==> src/rtl/coleco_ctrl_responder_pkg.sv <==
// Shared types and constants for the ColecoVision controller responder:
// scan states, console select modes, key code map and small lookup helpers.
package coleco_ctrl_responder_pkg;

    typedef enum logic [1:0] {
        ROW0 = 2'd0,
        ROW1 = 2'd1,
        ROW2 = 2'd2,
        ROW3 = 2'd3
    } scan_state_t;

    // Synchronized {SEL_JOYn, SEL_KPDn}
    typedef enum logic [1:0] {
        MODE_IDLE_LO = 2'b00,
        MODE_JOY     = 2'b01,
        MODE_KPD     = 2'b10,
        MODE_IDLE_HI = 2'b11
    } sel_mode_t;

    localparam logic [3:0] KEY_1    = 4'hD;
    localparam logic [3:0] KEY_2    = 4'h7;
    localparam logic [3:0] KEY_3    = 4'hC;
    localparam logic [3:0] KEY_4    = 4'h2;
    localparam logic [3:0] KEY_5    = 4'h3;
    localparam logic [3:0] KEY_6    = 4'hE;
    localparam logic [3:0] KEY_7    = 4'h5;
    localparam logic [3:0] KEY_8    = 4'h1;
    localparam logic [3:0] KEY_9    = 4'hB;
    localparam logic [3:0] KEY_STAR = 4'h9;
    localparam logic [3:0] KEY_0    = 4'hA;
    localparam logic [3:0] KEY_HASH = 4'h6;
    localparam logic [3:0] KEY_NONE = 4'hF;

    // Matrix position (row*3 + col) -> key code; nibble 0 is row0/col0.
    localparam logic [47:0] KEY_MAP = {
        KEY_HASH, KEY_0, KEY_STAR,
        KEY_9,    KEY_8, KEY_7,
        KEY_6,    KEY_5, KEY_4,
        KEY_3,    KEY_2, KEY_1
    };

    // Active-low row drive for a scan state.
    function automatic logic [3:0] row_select_n(input scan_state_t row);
        logic [3:0] sel_n;
        case (row)
            ROW0:    sel_n = 4'b1110;
            ROW1:    sel_n = 4'b1101;
            ROW2:    sel_n = 4'b1011;
            ROW3:    sel_n = 4'b0111;
            default: sel_n = 4'b1111;
        endcase
        return sel_n;
    endfunction

    // Code of the leftmost pressed column on the given row, KEY_NONE if none.
    function automatic logic [3:0] row_key_code(input scan_state_t row, input logic [2:0] col_n);
        logic [3:0] code;
        code = KEY_NONE;
        for (int c = 2; c >= 0; c--) begin
            if (!col_n[c]) begin
                code = KEY_MAP[(int'(row) * 3 + c) * 4 +: 4];
            end
        end
        return code;
    endfunction

endpackage

==> src/rtl/coleco_ctrl_responder_if.sv <==
// Console-facing controller port: select strobes from the console, data
// pins back to the console. master = console side, slave = controller side.
interface coleco_ctrl_responder_if;
    logic SEL_JOYn;
    logic SEL_KPDn;
    logic C_0;
    logic C_1;
    logic C_2;
    logic C_3;
    logic C_5;
    logic C_6;

    modport master (
        output SEL_JOYn, SEL_KPDn,
        input  C_0, C_1, C_2, C_3, C_5, C_6
    );

    modport slave (
        input  SEL_JOYn, SEL_KPDn,
        output C_0, C_1, C_2, C_3, C_5, C_6
    );
endinterface

==> src/rtl/coleco_ctrl_responder_debounce.sv <==
// Two-flop synchronizer plus hold counter for one raw low-active switch.
// The stable level only moves after the synced input has disagreed with it
// for 2^DEBOUNCE_BITS consecutive cycles; counter wrap is the accept event.
module coleco_ctrl_responder_debounce #(
    parameter int DEBOUNCE_BITS = 16
) (
    input  logic clk,
    input  logic rst,
    input  logic raw_n,
    output logic level_n
);

    logic                     raw_p0;
    logic                     raw_p1;
    logic [DEBOUNCE_BITS-1:0] hold_cnt;

    // Bring the asynchronous switch into the clock domain.
    always_ff @(posedge clk or posedge rst) begin
        if (rst) begin
            raw_p0 <= 1'b1;
            raw_p1 <= 1'b1;
        end else begin
            raw_p0 <= raw_n;
            raw_p1 <= raw_p0;
        end
    end

    // Count consecutive disagreement; accept the new level when the counter wraps.
    always_ff @(posedge clk or posedge rst) begin
        if (rst) begin
            hold_cnt <= '0;
            level_n  <= 1'b1;
        end else if (raw_p1 == level_n) begin
            hold_cnt <= '0;
        end else if (hold_cnt == '1) begin
            level_n  <= raw_p1;
            hold_cnt <= '0;
        end else begin
            hold_cnt <= hold_cnt + 1'b1;
        end
    end

endmodule

==> src/rtl/coleco_ctrl_responder.sv <==
// Controller-side responder for the ColecoVision hand-controller port.
// Debounces joystick/fire switches, scans the 4x3 keypad, and answers the
// console's joystick/keypad select strobes on registered data pins.
module coleco_ctrl_responder
    import coleco_ctrl_responder_pkg::*;
#(
    parameter int DEBOUNCE_BITS = 16,
    parameter int SCAN_DIV_BITS = 10
) (
    input  logic                     clk,
    input  logic                     rst,
    coleco_ctrl_responder_if.slave   bus,
    input  logic                     JOY_UPn,
    input  logic                     JOY_DOWNn,
    input  logic                     JOY_LEFTn,
    input  logic                     JOY_RIGHTn,
    input  logic                     FIRE_Ln,
    input  logic                     FIRE_Rn,
    input  logic [2:0]               KPD_COLn,
    output logic [3:0]               KPD_ROWn
);

    // Discrete switches, index order: up, down, left, right, fire L, fire R.
    logic [5:0] sw_raw_n;
    logic [5:0] sw_lvl_n;

    assign sw_raw_n = {FIRE_Rn, FIRE_Ln, JOY_RIGHTn, JOY_LEFTn, JOY_DOWNn, JOY_UPn};

    for (genvar i = 0; i < 6; i++) begin : g_debounce
        coleco_ctrl_responder_debounce #(
            .DEBOUNCE_BITS(DEBOUNCE_BITS)
        ) u_debounce (
            .clk     (clk),
            .rst     (rst),
            .raw_n   (sw_raw_n[i]),
            .level_n (sw_lvl_n[i])
        );
    end

    logic sel_joyn_p0;
    logic sel_joyn_p1;
    logic sel_kpdn_p0;
    logic sel_kpdn_p1;

    // Select strobes come straight from the console; synchronize both.
    always_ff @(posedge clk or posedge rst) begin
        if (rst) begin
            sel_joyn_p0 <= 1'b1;
            sel_joyn_p1 <= 1'b1;
            sel_kpdn_p0 <= 1'b1;
            sel_kpdn_p1 <= 1'b1;
        end else begin
            sel_joyn_p0 <= bus.SEL_JOYn;
            sel_joyn_p1 <= sel_joyn_p0;
            sel_kpdn_p0 <= bus.SEL_KPDn;
            sel_kpdn_p1 <= sel_kpdn_p0;
        end
    end

    scan_state_t              state;
    scan_state_t              state_next;
    logic [SCAN_DIV_BITS-1:0] dwell_cnt;
    logic                     dwell_last;
    logic [3:0]               row_n_next;

    // Scan state and free-running dwell counter.
    always_ff @(posedge clk or posedge rst) begin
        if (rst) begin
            state     <= ROW0;
            dwell_cnt <= '0;
        end else begin
            state     <= state_next;
            dwell_cnt <= dwell_cnt + 1'b1;
        end
    end

    // Advance to the next row when the dwell counter is about to wrap.
    always_comb begin
        dwell_last = (dwell_cnt == '1);
        state_next = state;
        if (dwell_last) begin
            case (state)
                ROW0:    state_next = ROW1;
                ROW1:    state_next = ROW2;
                ROW2:    state_next = ROW3;
                ROW3:    state_next = ROW0;
                default: state_next = ROW0;
            endcase
        end
        row_n_next = row_select_n(state_next);
    end

    logic [2:0] col_n_p0;
    logic [2:0] col_n_p1;

    // Row drive follows the scan state; column returns are synchronized.
    // Rows are registered so reset can float them all high.
    always_ff @(posedge clk or posedge rst) begin
        if (rst) begin
            KPD_ROWn <= 4'b1111;
            col_n_p0 <= 3'b111;
            col_n_p1 <= 3'b111;
        end else begin
            KPD_ROWn <= row_n_next;
            col_n_p0 <= KPD_COLn;
            col_n_p1 <= col_n_p0;
        end
    end

    logic [3:0] row_code;
    logic [3:0] scan_sel;
    logic [3:0] scan_acc;
    logic [3:0] prev_cand;
    logic [3:0] key_code;

    // First pressed key in scan order wins; row0 starts a fresh scan.
    always_comb begin
        row_code = row_key_code(state, col_n_p1);
        scan_sel = scan_acc;
        if (state == ROW0 || scan_acc == KEY_NONE) begin
            scan_sel = row_code;
        end
    end

    // Accumulate per row; publish the key only when two whole scans agree.
    always_ff @(posedge clk or posedge rst) begin
        if (rst) begin
            scan_acc  <= KEY_NONE;
            prev_cand <= KEY_NONE;
            key_code  <= KEY_NONE;
        end else if (dwell_last) begin
            scan_acc <= scan_sel;
            if (state == ROW3) begin
                prev_cand <= scan_sel;
                if (scan_sel == prev_cand) begin
                    key_code <= scan_sel;
                end
            end
        end
    end

    sel_mode_t  mode;
    logic [5:0] pins_next;   // {C_6, C_5, C_3, C_2, C_1, C_0}

    // Mode mux: joystick levels, keypad nibble, or all released when idle.
    always_comb begin
        mode      = sel_mode_t'({sel_joyn_p1, sel_kpdn_p1});
        pins_next = 6'b111111;
        case (mode)
            MODE_JOY: pins_next = {1'b1, sw_lvl_n[4], sw_lvl_n[3], sw_lvl_n[2],
                                   sw_lvl_n[1], sw_lvl_n[0]};
            MODE_KPD: pins_next = {1'b1, sw_lvl_n[5], key_code[1], key_code[3],
                                   key_code[2], key_code[0]};
            default:  pins_next = 6'b111111;
        endcase
    end

    // Register the console data pins.
    always_ff @(posedge clk or posedge rst) begin
        if (rst) begin
            bus.C_6 <= 1'b1;
            bus.C_5 <= 1'b1;
            bus.C_3 <= 1'b1;
            bus.C_2 <= 1'b1;
            bus.C_1 <= 1'b1;
            bus.C_0 <= 1'b1;
        end else begin
            bus.C_6 <= pins_next[5];
            bus.C_5 <= pins_next[4];
            bus.C_3 <= pins_next[3];
            bus.C_2 <= pins_next[2];
            bus.C_1 <= pins_next[1];
            bus.C_0 <= pins_next[0];
        end
    end

endmodule
==> src/flat_wrapper.sv <==
// flat-port wrapper written by rule: the top's interface ports become plain ports
module coleco_ctrl_responder_flat import coleco_ctrl_responder_pkg::*;
#(
    parameter int DEBOUNCE_BITS = 16,
    parameter int SCAN_DIV_BITS = 10
)
  (clk, rst, JOY_UPn, JOY_DOWNn, JOY_LEFTn, JOY_RIGHTn, FIRE_Ln, FIRE_Rn, KPD_COLn, KPD_ROWn, bus_SEL_JOYn, bus_SEL_KPDn, bus_C_0, bus_C_1, bus_C_2, bus_C_3, bus_C_5, bus_C_6);
  coleco_ctrl_responder_if bus_i ();
  input  logic clk;
  input  logic rst;
  input  logic JOY_UPn;
  input  logic JOY_DOWNn;
  input  logic JOY_LEFTn;
  input  logic JOY_RIGHTn;
  input  logic FIRE_Ln;
  input  logic FIRE_Rn;
  input  logic [2:0] KPD_COLn;
  output logic [3:0] KPD_ROWn;
  input wire logic [$bits(bus_i.SEL_JOYn)-1:0] bus_SEL_JOYn;
  input wire logic [$bits(bus_i.SEL_KPDn)-1:0] bus_SEL_KPDn;
  output wire logic [$bits(bus_i.C_0)-1:0] bus_C_0;
  output wire logic [$bits(bus_i.C_1)-1:0] bus_C_1;
  output wire logic [$bits(bus_i.C_2)-1:0] bus_C_2;
  output wire logic [$bits(bus_i.C_3)-1:0] bus_C_3;
  output wire logic [$bits(bus_i.C_5)-1:0] bus_C_5;
  output wire logic [$bits(bus_i.C_6)-1:0] bus_C_6;
  assign bus_i.SEL_JOYn = bus_SEL_JOYn;
  assign bus_i.SEL_KPDn = bus_SEL_KPDn;
  assign bus_C_0 = bus_i.C_0;
  assign bus_C_1 = bus_i.C_1;
  assign bus_C_2 = bus_i.C_2;
  assign bus_C_3 = bus_i.C_3;
  assign bus_C_5 = bus_i.C_5;
  assign bus_C_6 = bus_i.C_6;
  coleco_ctrl_responder #(.DEBOUNCE_BITS(DEBOUNCE_BITS), .SCAN_DIV_BITS(SCAN_DIV_BITS)) u_core (.clk(clk), .rst(rst), .bus(bus_i), .JOY_UPn(JOY_UPn), .JOY_DOWNn(JOY_DOWNn), .JOY_LEFTn(JOY_LEFTn), .JOY_RIGHTn(JOY_RIGHTn), .FIRE_Ln(FIRE_Ln), .FIRE_Rn(FIRE_Rn), .KPD_COLn(KPD_COLn), .KPD_ROWn(KPD_ROWn));
endmodule
==> config.mk <==
export PLATFORM = sky130hd
export DESIGN_NAME = coleco_ctrl_responder_flat
export DESIGN_NICKNAME = d
export VERILOG_FILES = /design/src/rtl/coleco_ctrl_responder_pkg.sv /design/src/rtl/coleco_ctrl_responder_if.sv /design/src/rtl/coleco_ctrl_responder_debounce.sv /design/src/rtl/coleco_ctrl_responder.sv /design/src/flat_wrapper.sv
export SDC_FILE = /design/constraint.sdc
export NUM_CORES = 1
export LEC_CHECK = 0
export CAP_MARGIN = 20
export CELL_PAD_IN_SITES_DETAIL_PLACEMENT = 0
export CELL_PAD_IN_SITES_GLOBAL_PLACEMENT = 1
export CORE_MARGIN = 1
export CORE_UTILIZATION = 53
export CTS_CLUSTER_DIAMETER = 30
export DETAILED_ROUTE_END_ITERATION = 10
export HOLD_SLACK_MARGIN = 0.02
export PLACE_DENSITY_LB_ADDON = 0.1
export SLEW_MARGIN = 25
export SYNTH_ARGS = -nofsm -noshare
export SYNTH_HDL_FRONTEND = slang
export SYNTH_HIERARCHICAL = 1
export SYNTH_SLANG_ARGS = --single-unit
==> constraint.sdc <==
create_clock -name clk -period 3.65 [get_ports clk]
set_clock_uncertainty 0.05 [all_clocks]
set_input_delay 0.73 -clock clk [delete_from_list [all_inputs] [get_ports clk]]
set_output_delay 0.73 -clock clk [all_outputs]
set_load 0.01 [all_outputs]
==> metrics <==
status completed; Hold Fails Final Rpt 0; initial antenna violation count 0; setup TNS 0 ns; Max-Cap Viols 0; most common cell after layout, fill and taps aside dfrtp_1; Iteration-0 DRC Markers 304; WHS Path Cells 0; Initial Util 0.545; CTS resizes 0; Synth Net Count 693; average vias per placed instance 5.34; Nets 725; Die Y 119 um; # Post-CTS Setup Buffers 0; final WL 12500 um; Syn. warnings 6; Worst EP arrival 2.61 ns; CTS H-tree lvls 4; period utilization 0.638; Slew HR 0.509; post-synthesis register bit count 157; root buf cell clkbuf_16; Pre-antenna DRT Iters 4; critical path capture point type flop; Final Setup Violations 0; max frequency 0.430 GHz; most frequent cells in the layout 108 x dfrtp_1, 103 x nor2_1, 67 x xnor2_1, 49 x dfstp_2, 37 x inv_1; share of layout cells above drive strength 1 0.185; PD cells 448 nW/um^2; sequential element share of the synthesized area 0.552; Worst Path Max Fanout 9; clk buf depth 2; worst slew pin tran 0.736 ns; vias 4717; CP max stage delay 0.43 ns; die area 14100 um^2; vias in the first global route 4763; max-slew violation count 0; floorplan row count 42; clk sinks 157; CTS Buf Count 17; grt ovf 0; dpl hpwl 8840 um; input/output buffers 21; DR WL/cell 14.2 um; worst skew pair latency 0.42 ns; global-route wire length before repair 22100 um; Area Growth Syn to Fin 13.3%; synth unique cells 45; Post-DRT Antenna Nets 0; ys async rst share 1.00; min cycle time layout 2.33 ns; Post-DP Area 7610 um^2; worst hold slack 0.302 ns; Worst VDD drop 0.000399 V; DP Cell Count 852; synthesized area 7220 um^2; GPL Wtd Cong 0.856; Synth Flop Type dfrtp_1; worst path required time 3.94 ns; drt drc 0; CP cell instances inv_1 > ha_1 > o21ai_0 > a21o_1 > o21ai_1 > xnor2_1 > nand4_2 > mux2_2; R2R depth 8; core area 13200 um^2; critical path startpoint category flop; clock-pin slew on the worst setup and hold paths 0.06 ns; slowest CP cell dfrtp_1; Leak 0.00332 uW; Tot GR Track Use 0.198; Finished Layout Cells 884; # hold bufs at CTS 0; syn_area_per_cell 10.9 um^2; Synth Instances 663; Ports 23; RSZ-0062 raised after global routing no; CTS tree built; Ant. Diodes 0; Die X 119 um; post-route cell area 8180 um^2; EDFF count, synth 0; Hold WC Path Type reg2reg; critical path class reg2reg; largest net degree at the start of global routing 26; Total Power 3660 uW
synth_stat cells, types with 4 or more instances:
cell type / n / area share
a21oi_1: 21 / 0.015
a221o_1: 5 / 0.0069
a41o_1: 6 / 0.0083
and3_1: 7 / 0.0061
and3_2: 7 / 0.0073
buf_2: 7 / 0.0048
dfrtp_1: 108 / 0.37
dfstp_2: 49 / 0.18
ha_1: 17 / 0.029
inv_1: 38 / 0.020
mux2_2: 19 / 0.030
nand2_1: 31 / 0.016
nand2b_1: 4 / 0.0035
nand3_1: 28 / 0.019
nand3_2: 12 / 0.017
nand4_1: 25 / 0.022
nor2_1: 103 / 0.054
nor3_1: 14 / 0.0097
nor4_1: 12 / 0.010
o21ai_0: 21 / 0.015
or3_1: 18 / 0.016
or4_4: 6 / 0.0094
xnor2_1: 67 / 0.081
xor2_1: 16 / 0.019
registers in the layout (all words and copies together) (netlist names), 2 cells and up:
register                               flops
u_core/g_debounce.u_debounce/level_n       6
u_core/KPD_ROWn                            4
u_core/g_debounce.u_debounce/raw_p1        6
u_core/state                               2
u_core/scan_acc                            4
u_core/dwell_cnt                          10
u_core/col_n_p1                            3
u_core/prev_cand                           4
u_core/g_debounce.u_debounce/hold_cnt     96
u_core/g_debounce.u_debounce/raw_p0        6
u_core/key_code                            4
u_core/col_n_p0                            3
path summary, 6_finish.rpt:
check	start	endpoint	slack [ns]
max	u_core/state[1]	u_core/key_code[2]	1.32
min	u_core/g_debounce[0].u_debounce/raw_p0	u_core/g_debounce[0].u_debounce/raw_p1	0.30
max reg2reg	u_core/state[1]	u_core/key_code[2]	1.32
min reg2reg	u_core/g_debounce[0].u_debounce/raw_p0	u_core/g_debounce[0].u_debounce/raw_p1	0.30
max in group asynchronous	rst	u_core/KPD_ROWn[3]	1.94
min in group asynchronous	rst	u_core/dwell_cnt[0]	0.89
logic make-up (layout without fill, tap and decap cells):
group	Yosys count	count (layout)	share of synthesized area
and+or+nand+nor	274	274	0.199
DFF	157	157	0.552
xor gates and xnor gates	84	84	0.103
AOI/OAI and AO/OA	64	64	0.0591
buffers and inverters	47	92	0.0272
muxes	19	19	0.0296
adders and majority gates	17	17	0.0294
other	1	1	0.000519
final cells by class:
type	instances	area [um^2]
fillers	1104	5060
flip-flops and latches	157	3990
multi-input cells	459	3040
clock buffers	20	457
well taps	176	220
repair buffers	22	218
inverters	38	143
clock inverters	12	120
critical path: cells and delay by family (launching register included):
| kind | cells | cell delay, ns |
|---|---|---|
| AOI/OAI and AO/OA | 3 | 0.58 |
| muxes | 1 | 0.31 |
| buffers and inverters | 1 | 0.16 |
| and+or+nand+nor | 1 | 0.18 |
| xor gates and xnor gates | 1 | 0.18 |
| DFF | 1 | 0.43 |
| adders and majority gates | 1 | 0.36 |
metal layers:
metal,part of all wire,vias up,GRT usage
met1,0.49,2298,0.260
met2,0.47,52,0.317
li1,-,2352,-
met3,0.029,15,0.0541
met4,0.012,0,0.0649
met5,0,-,0
stage by stage:
| step | setup slack [ns] | utilization |
|---|---|---|
| floorplan | 1.57 | - |
| global placement | 1.44 | 0.574 |
| detailed placement | 1.36 | 0.574 |
| CTS | 1.34 | 0.618 |
| global route | 1.18 | 0.618 |
| finish | 1.32 | 0.618 |
power breakdown:
group	switching, uW	internal, uW	total, uW
sequential	29.2	1790	1820
combinational	86.0	53.5	140
clock	669	1040	1700
No activity file was read; power rests on OpenSTA's default activity.
==> patch 1: new RTL, same settings <==
Register the output `KPD_ROWn` once more; this adds one clock of latency there. The other outputs are not delayed to match.
--- a/src/rtl/coleco_ctrl_responder.sv
+++ b/src/rtl/coleco_ctrl_responder.sv
@@ -20,4 +20,6 @@
     output logic [3:0]               KPD_ROWn
 );
+
+    logic [3:0] KPD_ROWn_s0;
 
     // Discrete switches, index order: up, down, left, right, fire L, fire R.
@@ -98,9 +100,9 @@
     always_ff @(posedge clk or posedge rst) begin
         if (rst) begin
-            KPD_ROWn <= 4'b1111;
+            KPD_ROWn_s0 <= 4'b1111;
             col_n_p0 <= 3'b111;
             col_n_p1 <= 3'b111;
         end else begin
-            KPD_ROWn <= row_n_next;
+            KPD_ROWn_s0 <= row_n_next;
             col_n_p0 <= KPD_COLn;
             col_n_p1 <= col_n_p0;
@@ -175,3 +177,7 @@
     end
 
+    always_ff @(posedge clk) begin
+        KPD_ROWn <= KPD_ROWn_s0;
+    end
+
 endmodule
Function: changed (Yosys sat finds a counterexample within 4 cycles, from zero or initial values and one cycle with rst high).
==> patch 1 against the original RTL <==
- cell area increased by 1.8%
- total power is 4.7% higher
- first-iteration DRC count up 19%
- sequential cell count up 4
- setup slack worse by 280 ps
- routed wire length grew 0.42%
- synthesized area up 1.3%
- critical path type unchanged
- critical endpoint is now u_core/key_code[1]
- largest power group unchanged
- highest routed layer unchanged
==> patch 1: results (changes against the original RTL) <==
stage,metric,value,unit,change
run_status,status,"complete, no violations",,
clock_tree,post-cts-setup-buffers,0,,unchanged
min_path,hold_start,u_core/g_debounce[5].u_debounce/raw_p0,,
setup_path,critPathMaxStageDelay,720,ps,+290 ps
finish,final_layout_size_suffix_gt1_share,18.2,%,-0.26 points
power,power_leakage,0.00342,uW,+2.8%
power,ir_drop,0.310,mV,-22%
finish,buffers,23,,+4.5%
finish,nets,735,,+1.4%
placement,dp.cells,862,,+1.2%
global_route,track_usage,19.6,%,-0.17 points
global_route,grt_max_degree,22,,-15%
global_route,use_met2,30.9,%,-0.84 points
power,p_seq,1860,uW,+2%
detailed_routing,wl_per_cell,14.1,um,-0.70%
sta,relSlewSlack,42.2,%,-8.7 points
finish,multi_input_area_share,36.5,%,-0.61 points
finish,clkbuf_count,28,,+40%
setup_path,rr_endpoint,u_core/key_code[1],,
global_route,grt_pass1_wl,22200,um,about the same
synthesis,ys_seq_area_share,55.6,%,+0.40 points
finish,nNonClkInverters,41,,+7.9%
synthesis,synth_nets,701,,+1.2%
detailed_routing,drtPass1Iterations,5,,+1
detailed_routing,via_count,4797,,+1.7%
global_route,met3_usage,4.74,%,-0.66 points
finish,seq_area,0.00407,mm^2,+2.0%
finish,bufAreaShareNonClock,2.70,%,+0.043 points
clock_tree,htreeDepth,4,,unchanged
synthesis,synth_area_leaders,"dfrtp_1 (37%), dfstp_2 (18%), xnor2_1 (8.0%), nor2_1 (5.3%), mux2_2 (2.9%)",,
finish,clkCellAreaFrac,7.46,%,+0.42 points
placement,hpwl,8580,um,-3.0%
die,die_w,119,um,+0.63%
clock_tree,clk_latency,420,ps,about the same
clock_tree,cts_num_sinks,161,,+2.5%
detailed_routing,drtIter0Drc,361,,+19%
detailed_routing,met2_length,6020,um,+1.9%
synthesis,ys_types,44,,-2.2%
synthesis,ys_top_cells_by_count,"dfrtp_1 (108), nor2_1 (103), xnor2_1 (67)",,
power,p_comb_share,3.6,%,-0.2 points
setup_path,crit_fanout,10,,+1
detailed_routing,viasPerCell,5.37,,+0.56%
finish,seq_area_share,48.9,%,+0.097 points
global_route,use_met1,26.4,%,+0.42 points
power,switching_share,19.9,%,-1.6 points
synthesis,async_reset_ff_share,97.5,%,-2.5 points
power,p_seq_share,48.6,%,-1.1 points
detailed_routing,dr_wl_met3,303,um,-17%
synthesis,avgSynthCellArea,10.9,um^2,about the same
min_path,hold_end,u_core/g_debounce[5].u_debounce/raw_p1,,
setup_path,cp.arrival,2900,ps,+290 ps
placement,place_ws,1070,ps,-283 ps
## patch 1: how the worst max path moves through the flow
stage / from / endpoint / slack, ps / cells after the start
finish: u_core/state[1] / u_core/key_code[1] / 1040 / 7
global route: u_core/state[1] / u_core/key_code[1] / 870 / 7
CTS: u_core/state[1] / u_core/key_code[1] / 1030 / 7
detailed placement: u_core/state[1] / u_core/key_code[1] / 1070 / 7
global placement: u_core/state[0] / u_core/key_code[0] / 1220 / 7
floorplan: u_core/state[0] / u_core/key_code[0] / 1410 / 9
## patch 1: logic make-up (layout without fill, tap and decap cells)
group           count (synthesis)  after routing  share of synthesized area [%]
compound gates                 62             62                           5.49
xor+xnor                       83             83                           9.94
fa+ha+maj                      17             17                           2.91
buf+inv                        49             96                           2.80
flops                         161            161                           55.6
mux                            19             19                           2.92
other cells                     1              1                         0.0513
simple gates                  279            279                           20.2
==> patch 2: new RTL, config.mk and constraints unchanged <==
Made on the original files. `DEBOUNCE_BITS` is set to 16 in 3 places; all go to 32.
--- a/src/rtl/coleco_ctrl_responder_debounce.sv
+++ b/src/rtl/coleco_ctrl_responder_debounce.sv
@@ -3,5 +3,5 @@
 // for 2^DEBOUNCE_BITS consecutive cycles; counter wrap is the accept event.
 module coleco_ctrl_responder_debounce #(
-    parameter int DEBOUNCE_BITS = 16
+    parameter int DEBOUNCE_BITS = 32
 ) (
     input  logic clk,
--- a/src/rtl/coleco_ctrl_responder.sv
+++ b/src/rtl/coleco_ctrl_responder.sv
@@ -5,5 +5,5 @@
     import coleco_ctrl_responder_pkg::*;
 #(
-    parameter int DEBOUNCE_BITS = 16,
+    parameter int DEBOUNCE_BITS = 32,
     parameter int SCAN_DIV_BITS = 10
 ) (
--- a/src/flat_wrapper.sv
+++ b/src/flat_wrapper.sv
@@ -2,5 +2,5 @@
 module coleco_ctrl_responder_flat import coleco_ctrl_responder_pkg::*;
 #(
-    parameter int DEBOUNCE_BITS = 16,
+    parameter int DEBOUNCE_BITS = 32,
     parameter int SCAN_DIV_BITS = 10
 )
Behaviour: same outputs for any inputs over 10 cycles, from zero or initial values and one cycle with rst high; that may be too few to reach the edited logic, so the function may still have changed.
==> patch 2 against the original RTL <==
- routed wire length up 96%
- count of clock-buffer cells in the layout is 57 higher
- highest routed layer unchanged
- sequential cell count rose by 96
- core utilization up 3.3 points
- synthesized cell count increased by 86%
- cell area is 82% higher
- critical endpoint is now u_core/g_debounce[3].u_debounce/hold_cnt[8]
- synthesized area up 74%
- setup slack worse by 370 ps
- largest power group is now clock
- total power rose by 130%
==> patch 2: results (changes against the original RTL) <==
stage,metric,value,unit,change
run_status,status,"complete, no violations",,
clock_tree,ctsLongestPathBuffers,3,,+1
global_route,grt_pass1_vias,9191,,+93%
power,comb_power,199,uW,+42%
synthesis,ys_seq_area_share,50.9,%,-4.3 points
synthesis,ys_top_cells_by_count,"dfrtp_1 (204), nor2_1 (121), a21oi_1 (93)",,
synthesis,ys_types,53,,+18%
synthesis,synth_ff_type,dfrtp_1,,
clock_tree,root_buffer,clkbuf_16,,
global_route,grt_pass1_wl,43100,um,+95%
clock_tree,post-cts-setup-buffers,0,,unchanged
detailed_routing,viasPerCell,5.65,,+5.8%
setup_path,cp.arrival,3050,ps,+440 ps
global_route,track_usage,21.5,%,+1.7 points
finish,top_regs,"u_core/g_debounce.u_debounce/hold_cnt x192, u_core/dwell_cnt x10",,
placement,port_buffers,21,,unchanged
clock_tree,clkTransAtPathRegs,40,ps,-20 ps
global_route,grt_max_degree,44,,+69%
synthesis,synth_warnings,6,,unchanged
power,ir_drop,0.404,mV,+1.1%
sta,relSlewSlack,42.5,%,-8.4 points
synthesis,synth_area_leaders,"dfrtp_1 (41%), dfstp_2 (10%), xnor2_1 (5.1%), a21oi_1 (3.7%), nor2_1 (3.6%)",,
finish,final_layout_size_suffix_gt1_share,15.9,%,-2.6 points
setup_path,crit_fanout,17,,+8
power,power_leakage,0.00586,uW,+77%
finish,antennaDiodeCount,0,,unchanged
synthesis,async_reset_ff_share,100,%,unchanged
placement,finalWeightedCongestion,0.775,,-9.5%
clock_tree,cts_buffers,56,,+39
power,p_seq_share,34.6,%,-15 points
detailed_routing,drtIter0Drc,457,,+50%
detailed_routing,wl,24500,um,+96%
finish,nets,1310,,+81%
clock_tree,htreeDepth,2,,-2
placement,hpwl,15100,um,+71%
clock_tree,clk_latency,540,ps,+120 ps
min_path,min_path_type,reg -> reg,,
power,p_int,6650,uW,+130%
clock_tree,cts_resized,0,,unchanged
detailed_routing,drtPass1Iterations,5,,+1
global_route,antenna_found_initial,1,,+1
==> patch 2: cell count changes after synthesis, sizes merged, moves of 30 or more <==
cell	delta
nand2	+48
nand3	+30
o31ai	+48
or4	+48
o21ai	+30
dfrtp	+96
a21oi	+72
==> patch 2: final timing paths <==
| kind | start | end | slack, ps | cells past startpoint |
|---|---|---|---|---|
| worst max-delay path | u_core/g_debounce[3].u_debounce/hold_cnt[0] | u_core/g_debounce[3].u_debounce/hold_cnt[8] | 960 | 6 |
| worst min-delay path | u_core/g_debounce[5].u_debounce/raw_p0 | u_core/g_debounce[5].u_debounce/raw_p1 | 300 | 0 |
| worst max register to register | u_core/g_debounce[3].u_debounce/hold_cnt[0] | u_core/g_debounce[3].u_debounce/hold_cnt[8] | 960 | 6 |
| worst min register to register | u_core/g_debounce[5].u_debounce/raw_p0 | u_core/g_debounce[5].u_debounce/raw_p1 | 300 | 0 |
| max in group asynchronous | rst | u_core/g_debounce[3].u_debounce/raw_p1 | 1890 | 3 |
| min in group asynchronous | rst | u_core/g_debounce[3].u_debounce/hold_cnt[30] | 900 | 2 |
==> patch 2: metrics by stage <==
step | worst slack, ps | util, % | power, uW | std cells | instance area, um^2
5_1_grt | 708 | 65.1 | 8660 | 1639 | 14900
3_3_place_gp | 990 | 56.3 | 3130 | 1535 | 12900
2_1_floorplan | 1570 | - | 3060 | 1233 | 12600
4_1_cts | 921 | 65.1 | 8470 | 1639 | 14900
6_report | 957 | 65.1 | 8350 | 1639 | 14900
3_5_place_dp | 921 | 56.3 | 3130 | 1535 | 12900
==> patch 2: cell type report <==
| class | count | area, um^2 |
|---|---|---|
| Clock buffer | 77 | 1630 |
| Clock inverter | 27 | 385 |
| Fill cell | 1849 | 7990 |
| Inverter | 44 | 165 |
| Multi-Input combinational cell | 885 | 5600 |
| Sequential cell | 253 | 6390 |
| Tap cell | 313 | 392 |
| Timing Repair Buffer | 40 | 353 |
==> patch 2: metal layers <==
layer,vias to the layer above,track usage (%),part of all wire (%)
met5,-,0,0
met4,0,7.10,2.3
met3,52,3.86,3.9
met2,143,34.1,46
met1,4451,29.8,48
li1,4608,-,-
==> patch 2: worst max-delay path, cell delays in order, from the launching register on <==
cell and delay, ps:
dfrtp_1 360, ha_1 230, nand3_1 180, or4_1 710
o31ai_4 670, buf_4 310, nor2_1 70
==> patch 2: cell families (layout without fill, tap and decap cells) <==
group / Yosys count / after routing / share of synthesized area, %
compound gates: 244 / 244 / 13.0
buf+inv: 95 / 188 / 4.44
other cells: 1 / 1 / 0.0299
simple gates: 508 / 508 / 21.5
xor+xnor: 96 / 96 / 6.76
fa+ha+maj: 17 / 17 / 1.69
mux: 19 / 19 / 1.70
flops: 253 / 253 / 50.9
